`config.mk`:
```
export PLATFORM = sky130hd
export DESIGN_NAME = lfsr_victim_select
export DESIGN_NICKNAME = d
export VERILOG_FILES = /design/src/rtl/cache_repl_pkg.sv /design/src/rtl/lfsr_victim_prienc.sv /design/src/rtl/lfsr_victim_select.sv
export SDC_FILE = /design/constraint.sdc
export NUM_CORES = 1
export LEC_CHECK = 0
export BUFFER_PORTS_ARGS = -buffer_cell sky130_fd_sc_hd__buf_2
export CORE_MARGIN = 4
export CORE_UTILIZATION = 43
export CTS_BUF_LIST = sky130_fd_sc_hd__clkbuf_8
export CTS_CLUSTER_DIAMETER = 120
export DETAILED_ROUTE_END_ITERATION = 8
export PLACE_DENSITY = 0.8
export SYNTH_ARGS = -nofsm -noshare
export SYNTH_HDL_FRONTEND = slang
export SYNTH_SLANG_ARGS = --single-unit
export TNS_END_PERCENT = 50
```
`constraint.sdc`:
```
create_clock -name clock -period 1.1 [get_ports clock]
set_clock_uncertainty 0.15 [all_clocks]
set_input_delay 0.22 -clock clock [delete_from_list [all_inputs] [get_ports clock]]
set_output_delay 0.22 -clock clock [all_outputs]
set_load 0.005 [all_outputs]
```
`src/rtl/cache_repl_pkg.sv`:
```
// Shared types and helpers for the cache replacement victim selector.
package cache_repl_pkg;

    // Victim-selector control states.
    typedef enum logic [1:0] {
        ST_INIT = 2'd0,
        ST_IDLE = 2'd1,
        ST_PICK = 2'd2,
        ST_HOLD = 2'd3
    } repl_state_e;

    // Widest valid-bit vector the priority helper handles (NUMWAYS <= 16).
    localparam int unsigned PRIENC_MAXW = 16;

    // Index of the lowest-numbered zero bit; callers pad unused upper bits with ones.
    function automatic logic [3:0] lowest_zero_idx(input logic [PRIENC_MAXW-1:0] bits);
        logic [3:0] idx;
        idx = 4'd0;
        for (int i = PRIENC_MAXW - 1; i >= 0; i--) begin
            if (!bits[i]) begin
                idx = 4'(i);
            end else begin
                idx = idx;
            end
        end
        return idx;
    endfunction

endpackage

```
`src/rtl/lfsr_victim_prienc.sv`:
```
// Priority encoder: lowest-index invalid way plus an "any way invalid" flag.
module lfsr_victim_prienc
    import cache_repl_pkg::*;
#(
    parameter  int NUMWAYS = 4,
    localparam int IDXW    = $clog2(NUMWAYS)
) (
    input  logic [NUMWAYS-1:0] i_valid_ways,
    output logic [IDXW-1:0]    o_inv_idx,
    output logic               o_any_inv
);

    logic [PRIENC_MAXW-1:0] w_padded;
    logic [3:0]             w_idx_full;

    // Pad absent ways as valid so they can never be picked, then encode.
    always_comb begin
        w_padded                = {PRIENC_MAXW{1'b1}};
        w_padded[NUMWAYS-1:0]   = i_valid_ways;
        w_idx_full              = lowest_zero_idx(w_padded);
    end

    assign o_inv_idx = IDXW'(w_idx_full);
    assign o_any_inv = ~(&i_valid_ways);

endmodule

```
`src/rtl/lfsr_victim_select.sv`:
```
// Random-replacement victim selector: prefers an invalid way, otherwise draws
// a way from the external LFSR, rejecting out-of-range draws a bounded number
// of times before falling back to the highest way.
module lfsr_victim_select
    import cache_repl_pkg::*;
#(
    parameter  int               NUMWAYS  = 4,
    parameter  int               LFSRW    = 4,
    parameter  logic [LFSRW-1:0] SEED     = {{(LFSRW-1){1'b0}}, 1'b1},
    parameter  int               MAXRETRY = 4,
    localparam int               IDXW     = $clog2(NUMWAYS)
) (
    input  logic               clock,
    input  logic               reset_b,
    input  logic               req_valid,
    output logic               req_ready,
    input  logic [NUMWAYS-1:0] valid_ways,
    input  logic [LFSRW-1:0]   lfsr_val,
    output logic [LFSRW-1:0]   lfsr_seed,
    output logic               lfsr_load,
    output logic               lfsr_enable,
    output logic               victim_valid,
    input  logic               victim_ready,
    output logic [IDXW-1:0]    victim_idx,
    output logic [NUMWAYS-1:0] victim_onehot,
    output logic               victim_was_invalid
);

    localparam int                 RETRYW       = (MAXRETRY < 1) ? 1 : $clog2(MAXRETRY + 1);
    localparam logic [RETRYW-1:0]  MAXRETRY_L   = RETRYW'(MAXRETRY);
    localparam logic [IDXW:0]      NUMWAYS_L    = (IDXW + 1)'(NUMWAYS);
    localparam logic [IDXW-1:0]    FALLBACK_IDX = IDXW'(NUMWAYS - 1);
    localparam logic [NUMWAYS-1:0] ONEHOT_LSB   = {{(NUMWAYS-1){1'b0}}, 1'b1};

    repl_state_e        r_state;
    logic [NUMWAYS-1:0] r_valid_ways;
    logic [RETRYW-1:0]  r_retry;
    logic               r_req_ready;
    logic               r_victim_valid;
    logic [IDXW-1:0]    r_victim_idx;
    logic [NUMWAYS-1:0] r_victim_onehot;
    logic               r_victim_was_invalid;
    logic               r_lfsr_load;
    logic               r_lfsr_enable;

    repl_state_e        w_state_nxt;
    logic [RETRYW-1:0]  w_retry_nxt;
    logic               w_decide;
    logic [IDXW-1:0]    w_idx_nxt;
    logic               w_inv_nxt;
    logic               w_enable_nxt;
    logic               w_accept_req;
    logic [IDXW-1:0]    w_inv_idx;
    logic               w_any_inv;
    logic [IDXW-1:0]    w_cand;

    lfsr_victim_prienc #(
        .NUMWAYS (NUMWAYS)
    ) u_prienc (
        .i_valid_ways (r_valid_ways),
        .o_inv_idx    (w_inv_idx),
        .o_any_inv    (w_any_inv)
    );

    // Candidate way is the low IDXW bits of the LFSR state.
    assign w_cand       = IDXW'(lfsr_val);
    assign w_accept_req = req_valid && r_req_ready;

    // Next-state, retry and victim decision logic.
    always_comb begin
        w_state_nxt  = r_state;
        w_retry_nxt  = r_retry;
        w_decide     = 1'b0;
        w_idx_nxt    = r_victim_idx;
        w_inv_nxt    = r_victim_was_invalid;
        w_enable_nxt = 1'b0;
        case (r_state)
            ST_INIT: begin
                w_state_nxt = ST_IDLE;
            end
            ST_IDLE: begin
                if (w_accept_req) begin
                    w_state_nxt  = ST_PICK;
                    w_retry_nxt  = {RETRYW{1'b0}};
                    // Every PICK cycle steps the LFSR unless an invalid way short-circuits it.
                    w_enable_nxt = &valid_ways;
                end else begin
                    w_state_nxt = ST_IDLE;
                end
            end
            ST_PICK: begin
                if (w_any_inv) begin
                    w_state_nxt = ST_HOLD;
                    w_decide    = 1'b1;
                    w_idx_nxt   = w_inv_idx;
                    w_inv_nxt   = 1'b1;
                end else if (r_retry == MAXRETRY_L) begin
                    w_state_nxt = ST_HOLD;
                    w_decide    = 1'b1;
                    w_idx_nxt   = FALLBACK_IDX;
                    w_inv_nxt   = 1'b0;
                end else if ({1'b0, w_cand} < NUMWAYS_L) begin
                    w_state_nxt = ST_HOLD;
                    w_decide    = 1'b1;
                    w_idx_nxt   = w_cand;
                    w_inv_nxt   = 1'b0;
                end else begin
                    w_state_nxt  = ST_PICK;
                    w_retry_nxt  = r_retry + RETRYW'(1'b1);
                    w_enable_nxt = 1'b1;
                end
            end
            ST_HOLD: begin
                if (r_victim_valid && victim_ready) begin
                    w_state_nxt = ST_IDLE;
                end else begin
                    w_state_nxt = ST_HOLD;
                end
            end
            default: begin
                w_state_nxt = ST_INIT;
            end
        endcase
    end

    // State and registered outputs; synchronous active-low reset reseeds the LFSR.
    always_ff @(posedge clock) begin
        if (!reset_b) begin
            r_state              <= ST_INIT;
            r_valid_ways         <= {NUMWAYS{1'b0}};
            r_retry              <= {RETRYW{1'b0}};
            r_req_ready          <= 1'b0;
            r_victim_valid       <= 1'b0;
            r_victim_idx         <= {IDXW{1'b0}};
            r_victim_onehot      <= {NUMWAYS{1'b0}};
            r_victim_was_invalid <= 1'b0;
            r_lfsr_load          <= 1'b1;
            r_lfsr_enable        <= 1'b0;
        end else begin
            r_state        <= w_state_nxt;
            r_retry        <= w_retry_nxt;
            r_req_ready    <= (w_state_nxt == ST_IDLE);
            r_victim_valid <= (w_state_nxt == ST_HOLD);
            r_lfsr_load    <= (w_state_nxt == ST_INIT);
            r_lfsr_enable  <= w_enable_nxt;
            if (r_state == ST_IDLE && w_accept_req) begin
                r_valid_ways <= valid_ways;
            end
            if (w_decide) begin
                r_victim_idx         <= w_idx_nxt;
                r_victim_onehot      <= ONEHOT_LSB << w_idx_nxt;
                r_victim_was_invalid <= w_inv_nxt;
            end
        end
    end

    assign req_ready          = r_req_ready;
    assign victim_valid       = r_victim_valid;
    assign victim_idx         = r_victim_idx;
    assign victim_onehot      = r_victim_onehot;
    assign victim_was_invalid = r_victim_was_invalid;
    assign lfsr_load          = r_lfsr_load;
    assign lfsr_enable        = r_lfsr_enable;
    assign lfsr_seed          = SEED;

endmodule

```
# Yosys cells after proc, flatten, opt, wreduce, memory -nomap -nowiden
# Index checks and enable logic that the tools add are counted.
# totals
ff_bits	17
out_inout_bits	15
# op_classes
eq_ne	5
shift	1
muxes	11
n_reduce_logical	9
# ops
cell	count
2-to-1 mux 2 bit	8
case mux 2 bit (4 select lines)	1
AND reduction 4 bit	2
equality test 2 bit, second input constant	3
equality test 2 x 1 -> 1 bit, second input constant	2
logical NOT 2 bit	2
left shift 1 x 2 -> 4 bit, first input constant	1
logical AND 1 bit	3
AND reduction 3 bit	1
2-to-1 mux 1 bit	2
AND reduction 2 bit	1

# Logic depth before layout (Yosys ltp)
# Gate-level depths: netlist (run 1).
# logic_depth
depth_word	7
depth_mapped	4
mapped_depth_nobuf	3

# Modules after synthesis
# A second synthesis (run 1) with hierarchy kept.
# hier_totals
hier_cells	64
hier_area_um2	681.9
# by_module_without_submodules
mod	instances	cells_per_inst	area_per_inst_um2	seq_area_each_um2
lfsr_victim_select	1	59	653.1	340.3
lfsr_victim_prienc	1	5	28.8	0.0

# Worst setup path before layout (run 1)
# OpenSTA, ideal clock, no wires.
# synth_path
path_type	register -> register
startpoint	reg r_state[0]
endpoint	reg r_victim_was_invalid (netlist: victim_was_invalid)
setup_ns	0.081
t_arrival_ns	0.922
path_slack_ns	-0.053
path_stages_with_launch	5
cell_sequence	dfxtp_1 nor2b_1 buf_4 and2_1 a41oi_1
# synth_between
elab_chain_cells	3
# synth_lines
element	line_no	text
from (decl)	lfsr_victim_select.sv:35	repl_state_e r_state;
from (signal assigned)	lfsr_victim_select.sv:140	r_state <= w_state_nxt;
equality test 2 bit *	lfsr_victim_select.sv:77	case (r_state)
2-to-1 mux 1 bit	lfsr_victim_select.sv:77	
AND reduction 2 bit (no source line) *	n/a	
to (signal assigned)	lfsr_victim_select.sv:152	r_victim_was_invalid <= w_inv_nxt;
to (decl)	lfsr_victim_select.sv:42	logic r_victim_was_invalid;
# Every way passes the cells marked *; elsewhere a longest branch is shown, timed or not.
# A chain may end at the register's enable or synchronous reset.

# Worst setup path after layout (run 1)
# layout_path
startpoint	reg r_valid_ways[3]
endpoint	reg r_victim_onehot[3] (netlist: victim_onehot[3])
# layout_between
elab_chain_cells	7
word_cells_on_any_way	8
# layout_lines
element	line_no	text
from (decl)	lfsr_victim_select.sv:36	logic [NUMWAYS-1:0] r_valid_ways;
from (signal assigned)	lfsr_victim_select.sv:130	r_valid_ways <= {NUMWAYS{1'b0}};
from (signal assigned)	lfsr_victim_select.sv:147	r_valid_ways <= valid_ways;
2-to-1 mux 2 bit (4 in a row)	cache_repl_pkg.sv:20	if (!bits[i]) begin
2-to-1 mux 2 bit *	lfsr_victim_select.sv:92	if (w_any_inv) begin
2-to-1 mux 2 bit *	lfsr_victim_select.sv:77	
left shift 1 x 2 -> 4 bit *	lfsr_victim_select.sv:151	r_victim_onehot <= ONEHOT_LSB << w_idx_nxt;
to (signal assigned)	lfsr_victim_select.sv:135	r_victim_onehot <= {NUMWAYS{1'b0}};
to (signal assigned)	lfsr_victim_select.sv:151	
to (decl)	lfsr_victim_select.sv:41	logic [NUMWAYS-1:0] r_victim_onehot;
# Marks and branches as above.

==> results of run 1 <==
[timing repair]
action,CTS,global route
resized for setup,14,11
setup buffers,0,1
pin swaps,8,3
setup endpoints to repair,11,19
[tightest hold or removal path, stage by stage]
cell,delay [ns]
buf_2,0.09
mux2i_1,0.06
nor2_1,0.07
[how the worst max path moves through the flow]
stage	from	end	slack (ns)	depth (start not counted)
2_1_floorplan	r_state[1]$_SDFF_PN0_	victim_onehot[2]$_SDFFE_PN0N_	-0.04	4
3_3_place_gp	r_state[1]$_SDFF_PN0_	victim_onehot[3]$_SDFFE_PN0N_	-0.11	4
3_5_place_dp	r_state[1]$_SDFF_PN0_	victim_onehot[2]$_SDFFE_PN0N_	-0.15	4
4_1_cts	r_valid_ways[2]$_SDFFE_PN0P_	victim_onehot[2]$_SDFFE_PN0N_	-0.12	3
5_1_grt	r_valid_ways[3]$_SDFFE_PN0P_	victim_onehot[3]$_SDFFE_PN0N_	-0.16	3
6_report	r_valid_ways[3]$_SDFFE_PN0P_	victim_onehot[3]$_SDFFE_PN0N_	-0.08	3
[registers in the layout, indices dropped and copies added (netlist names)]
| register | flops |
|---|---|
| r_valid_ways | 4 |
| victim_onehot | 4 |
| r_state | 2 |
| victim_idx | 2 |
| lfsr_enable | 1 |
| lfsr_load | 1 |
| req_ready | 1 |
| victim_valid | 1 |
| victim_was_invalid | 1 |
[per-layer routing]
metal / track usage (%) / vias up / wire (um)
met5: 0 / - / 0
met4: 12.90 / 0 / 50
met3: 5.263 / 4 / 89
met2: 22.16 / 16 / 743
met1: 14.25 / 263 / 565
li1: - / 288 / -
[layout by cell type (no fill, tap or decap)]
master,count
nand4b_1,1
nor2_1,5
nand2_1,2
dfxtp_4,1
mux2i_1,5
buf_4,5
a41oi_2,1
and2_1,1
inv_1,2
or2b_1,1
o21ai_1,2
conb_1,4
dfxtp_2,7
nand4b_4,1
o31ai_2,1
nor3_4,1
nand4_1,2
and4bb_2,1
and2_4,2
a311oi_1,1
dfxtp_1,9
nor2b_4,1
and3b_1,1
o31ai_1,1
a21oi_1,4
inv_2,1
buf_2,18
clkbuf_8,3
o21a_1,1
nand3_1,3
a21oi_2,1
buf_6,4
nand3b_1,1
o21ai_2,1
[cells by family after synthesis]
family                 synth area share, %
AOI/OAI and AO/OA                    11.79
other                                1.105
buffers and inverters                7.181
DFF                                  50.09
and+or+nand+nor                      22.47
muxes                                7.367
[through the flow]
step / util (%) / area (um^2) / worst slack (ns)
final: 62.38 / 939.7 / -0.08204
after global routing: 62.38 / 939.7 / -0.1596
after CTS: 59.55 / 897.1 / -0.1231
after detailed placement: 54.40 / 819.5 / -0.1532
after global placement: 54.40 / 819.5 / -0.1145
after floorplan: - / 688.2 / -0.03910
[layout make-up]
cell class / instances / area, um^2 / area share, %
Inverter: 2 / 7.507 / 0.7989
Sequential cell: 17 / 352.8 / 37.55
Timing Repair Buffer: 27 / 172.7 / 18.38
Clock inverter: 1 / 3.754 / 0.3995
Clock buffer: 3 / 41.29 / 4.394
Tap cell: 16 / 20.02 / 2.130
Multi-Input combinational cell: 45 / 341.6 / 36.35
[power groups by stage]
stage          clock, uW  sequential (uW)  combinational (uW)
2_1_floorplan          0              665                56.4
3_3_place_gp           0              664                94.5
3_5_place_dp           0              665                96.7
4_1_cts              467              653                 106
5_1_grt              492              657                 126
6_report             446              654                 115
==> run metrics, run 1 <==
setup violators final 8; Synth cell types 26; GRT Util Overall 14.09%; vias per cell ~5.1; HP Start valid_ways[3]; fill count 126; chip width ~48 um; Final Hold Fails 0; largest net degree at the start of global routing 14; crit path launch type register; Synth warnings 0; Iter 0 DRT Violations 6; fin crit share 107.5%; P_leak 0.0004475 uW; DIE AREA 0.002280 mm^2; CTS root buffer clkbuf_8; CP max stage delay approximately 0.32 ns; drt first pass iters 2; Main synth FF type dfxtp_1; Die Ht 47.75 um; RSZ-0062 raised after global routing yes; worst skew pair latency 0.25 ns; I/O Pins 27; sw frac 22.35%; WL per Instance 13.04 um; Initial Util 45.10%; Synth top cells by count 17 x dfxtp_1, 5 x a21oi_1, 5 x buf_4, 5 x mux2i_1, 5 x nor2_1; share of cells above drive strength 1 51.58%; max frequency 846.0 MHz; r2r startpoint r_valid_ways[3]$_SDFFE_PN0P_; grt total ovfl 0; post-layout min period 1.182 ns; peak supply drop between 700 and 800 uV; Post-synth ARST share 0%; clock slew seen by the registers of the worst setup and hold paths approximately 0.060 ns; dpl hpwl between 1000 and 1500 um; crit path buf inv count 0; Final WS setup -0.08204 ns; Pwr per Cell Area about 1300 mW/mm^2; total power 1216 uW; status finished with violations; Min Hold Slack 0.07300 ns; final non-filler cell total approximately 110; setup slack, reg-to-reg -0.08 ns; critical-path cell list and3b_1 -> nand4b_1 -> o31ai_1; CTS tree done; Post-Syn Area between 600 and 700 um^2; synthesized area per cell 9.991 um^2; cts hold-fix bufs 0; CP Max Fanout 3; critical path class register to register; fin. max-slew vios 0; Synth top area share 50.09%; TNS Setup -0.3493 ns; combinational share of power a little under a tenth; failing checks negative setup slack; Mapped Cells 68; synth top area cells dfxtp_1 50%, mux2i_1 7.4%, buf_4 5.5%; # port buffers 20; critical path capture point type register; DRT Wirelength between 1000 and 1500 um; # DRC 0; first-pass GRT wire length roughly 2100 um; nets 108; Reg power frac 53.8%; Clock Path Buffers 2; crit path DAT about 1.2 ns; clock sink count 17; number of CTS-inserted buffers 3; H-tree levels 1; vias in the first global route a little over 500; CP top delay family simple AND/OR/NAND/NOR gates; initial antenna violation count 0; sequential cell area fraction in the yosys report approximately 50%; P_int around 940 uW; RR Endpoint victim_onehot[3]$_SDFFE_PN0N_; Clock power frac between 30 and 40%; Net Sw Power approximately 270 uW; ANT nets after route 0; worst r2r path cells 3; worst hold-check path type primary input to register; Yosys reg bits 17; gp weighted congestion approximately 0.74; post-synth top area cell dfxtp_1; # diodes 0; Hold EP r_valid_ways[3]$_SDFFE_PN0P_; vias 571; max_cap viols 0; number of placed instances with taps included approximately 110; slowest cell on the critical path dfxtp_2; most common cell in the netlist dfxtp_1; hold depth 3; area grow syn2layout 38.31%; total core area 0.001506 mm^2; number of enable flip-flop cells after synthesis 0; standard-cell rows 14; critical path required time approximately 1.1 ns
(Power assumes the default switching activity.)
==> inputs of run 2 (changes only) <==
--- a/config.mk
+++ b/config.mk
@@ -8,9 +8,9 @@
 export BUFFER_PORTS_ARGS = -buffer_cell sky130_fd_sc_hd__buf_2
 export CORE_MARGIN = 4
-export CORE_UTILIZATION = 43
+export CORE_UTILIZATION = 48
 export CTS_BUF_LIST = sky130_fd_sc_hd__clkbuf_8
 export CTS_CLUSTER_DIAMETER = 120
 export DETAILED_ROUTE_END_ITERATION = 8
-export PLACE_DENSITY = 0.8
+export PLACE_DENSITY = 0.84
 export SYNTH_ARGS = -nofsm -noshare
 export SYNTH_HDL_FRONTEND = slang
==> constraint.sdc (replaced) <==
create_clock -name clock -period 1.3 [get_ports clock]
set_clock_uncertainty 0.15 [all_clocks]
set_input_delay 0.195 -clock clock [delete_from_list [all_inputs] [get_ports clock]]
set_output_delay 0.195 -clock clock [all_outputs]
set_load 0.005 [all_outputs]
==> run 2 against run 1 <==
Net effect: the flow now finishes without violations; clock power down 16%; highest routed layer unchanged; sequential cell count is the same; largest cell class unchanged; sequential share of layout area grew 3.1 points.
==> run metrics, run 2 (synthesis gave the netlist of run 1 again) <==
status finished, final reports clean (was finished with violations); cts hold-fix bufs 0 (unchanged); # port buffers 20 (unchanged); gp weighted congestion 0.7546 (was 0.7364); # DRC 0 (unchanged); CP max stage delay 0.35 ns (was 0.32 ns); number of CTS-inserted buffers 3 (unchanged); I/O Pins 27 (unchanged); post-layout min period 1.236 ns (was 1.182 ns); CP top delay family flip-flops (was simple AND/OR/NAND/NOR gates); ANT nets after route 0 (unchanged); slowest cell on the critical path dfxtp_2 (unchanged); Final Hold Fails 0 (unchanged); crit path launch type register (unchanged); critical-path cell list nor2b_4 -> buf_6 -> nand4b_1 -> o31ai_1 (was and3b_1 -> nand4b_1 -> o31ai_1); DRT Wirelength 1328 um (was 1447 um); max frequency 809.1 MHz (was 846.0 MHz); clock slew seen by the registers of the worst setup and hold paths 0.06 ns (about the same); peak supply drop 549.5 uV (was 702.7 uV); initial antenna violation count 0 (unchanged); Die Ht 45.62 um (was 47.75 um); dpl hpwl 964.1 um (was 1023 um); max_cap viols 0 (unchanged); first-pass GRT wire length 2007 um (was 2076 um); standard-cell rows 13 (was 14); nets 104 (was 108); H-tree levels 1 (unchanged); critical path capture point type register (unchanged); Util after Layout 64.29% (was 62.38%); share of cells above drive strength 1 36.26% (was 51.58%); CP Max Fanout 6 (was 3); area grow syn2layout 24.68% (was 38.31%); worst skew pair latency 0.25 ns (about the same); drt first pass iters 4 (was 2); crit path DAT 1.24 ns (was 1.20 ns); crit path buf inv count 1 (was 0); CTS tree done (unchanged); most frequent cells in the layout 20 x buf_2, 14 x dfxtp_1, 5 x a21oi_1, 5 x mux2i_1, 5 x nor2_1 (was 18 x buf_2, 9 x dfxtp_1, 7 x dfxtp_2); DIE AREA 0.002081 mm^2 (was 0.002280 mm^2); chip width 45.62 um (was 47.75 um); most common cell after layout, fill and taps aside buf_2 (unchanged); WL per Instance 12.53 um (was 13.04 um); total core area 0.001318 mm^2 (was 0.001506 mm^2); CTS root buffer clkbuf_8 (unchanged); fin. max-slew vios 0 (unchanged); clock sink count 17 (unchanged); Pwr per Cell Area 1190 mW/mm^2 (was 1294 mW/mm^2); GRT Util Overall 13.96% (was 14.09%); grt total ovfl 0 (unchanged); RSZ-0062 raised after global routing yes (unchanged); vias 556 (was 571); vias in the first global route 499 (was 511); # diodes 0 (unchanged); largest net degree at the start of global routing 14 (unchanged); worst hold-check path type primary input to register (unchanged); critical path required time 1.31 ns (was 1.12 ns); setup violators final 0 (was 8); fin crit share 95.07% (was 107.5%); total power 1008 uW (was 1216 uW); critical path class register to register (unchanged); Iter 0 DRT Violations 6 (unchanged); vias per cell 5.245 (was 5.144); P_leak 0.0004042 uW (was 0.0004475 uW); Clock Path Buffers 2 (unchanged); Initial Util 51.57% (was 45.10%)
run 2: changes by cell type in the layout (fill, tap and decap cells not counted), sizes merged:
| cell | previous run | this run |
|---|---|---|
| buf | 27 | 23 |
run 2: through the flow:
step           TNS (ns)  std cells  worst slack, ns  instance area, um^2  hold WS, ns
2_1_floorplan         0         70           0.1472                686.9       0.1783
3_5_place_dp          0        101          0.03463                779.5       0.3059
5_1_grt        -0.01352        106         -0.01352                847.1      0.04575
3_3_place_gp          0        101          0.06274                779.5       0.2898
4_1_cts               0        106          0.01396                842.1      0.04661
6_report              0        106          0.06407                847.1      0.04655
run 2: path summary, 6_finish.rpt:
| path | startpoint | endpoint | slack (ns) | cells past startpoint |
|---|---|---|---|---|
| worst min-delay path | valid_ways[1] | r_valid_ways[1]$_SDFFE_PN0P_ | 0.05 | 3 |
| worst max-delay path | r_state[1]$_SDFF_PN0_ | victim_onehot[3]$_SDFFE_PN0N_ | 0.06 | 4 |
| worst max register to register | r_state[1]$_SDFF_PN0_ | victim_onehot[3]$_SDFFE_PN0N_ | 0.06 | 4 |
| worst min register to register | victim_idx[1]$_SDFFE_PN0N_ | victim_idx[1]$_SDFFE_PN0N_ | 0.32 | 2 |
run 2: report_power, final:
group          total (uW)  internal (uW)  leakage, uW  switching [uW]
registers             554            539     0.000139            15.7
clock network         374            209    0.0000269             165
logic                79.0           39.4     0.000238            39.6
total                1010            787     0.000404             221
run 2: timing repair:
item / 4_1_cts / 5_1_grt
endpoints found under the setup margin: 1 / 1
endpoints found under the hold margin: 0 / 0
gates resized for setup: 3 / 2
buffers inserted: 1 / 0
pin swaps: 1 / 1
run 2: final cells by class:
cell class / instances / area, um^2
fillers: 118 / 470.5
flip-flops and latches: 17 / 344.1
multi-input cells: 45 / 305.3
repair buffers: 23 / 126.4
clock buffers: 3 / 41.29
well taps: 15 / 18.77
inverters: 2 / 7.507
clock inverters: 1 / 3.754
run 2: layer usage:
layer  up-vias  share of wire [%]  track usage, %
met3         7                8.1           3.557
met5         -                  0               0
met2        24                 45           22.01
met1       249                 43           14.73
met4         0                3.9           13.45
li1        276                  -               -
run 2: tightest hold or removal path, delay by kind of cell:
family	cells	cell delay (ns)
buf+inv	1	0.08
simple gates	1	0.07
mux	1	0.05
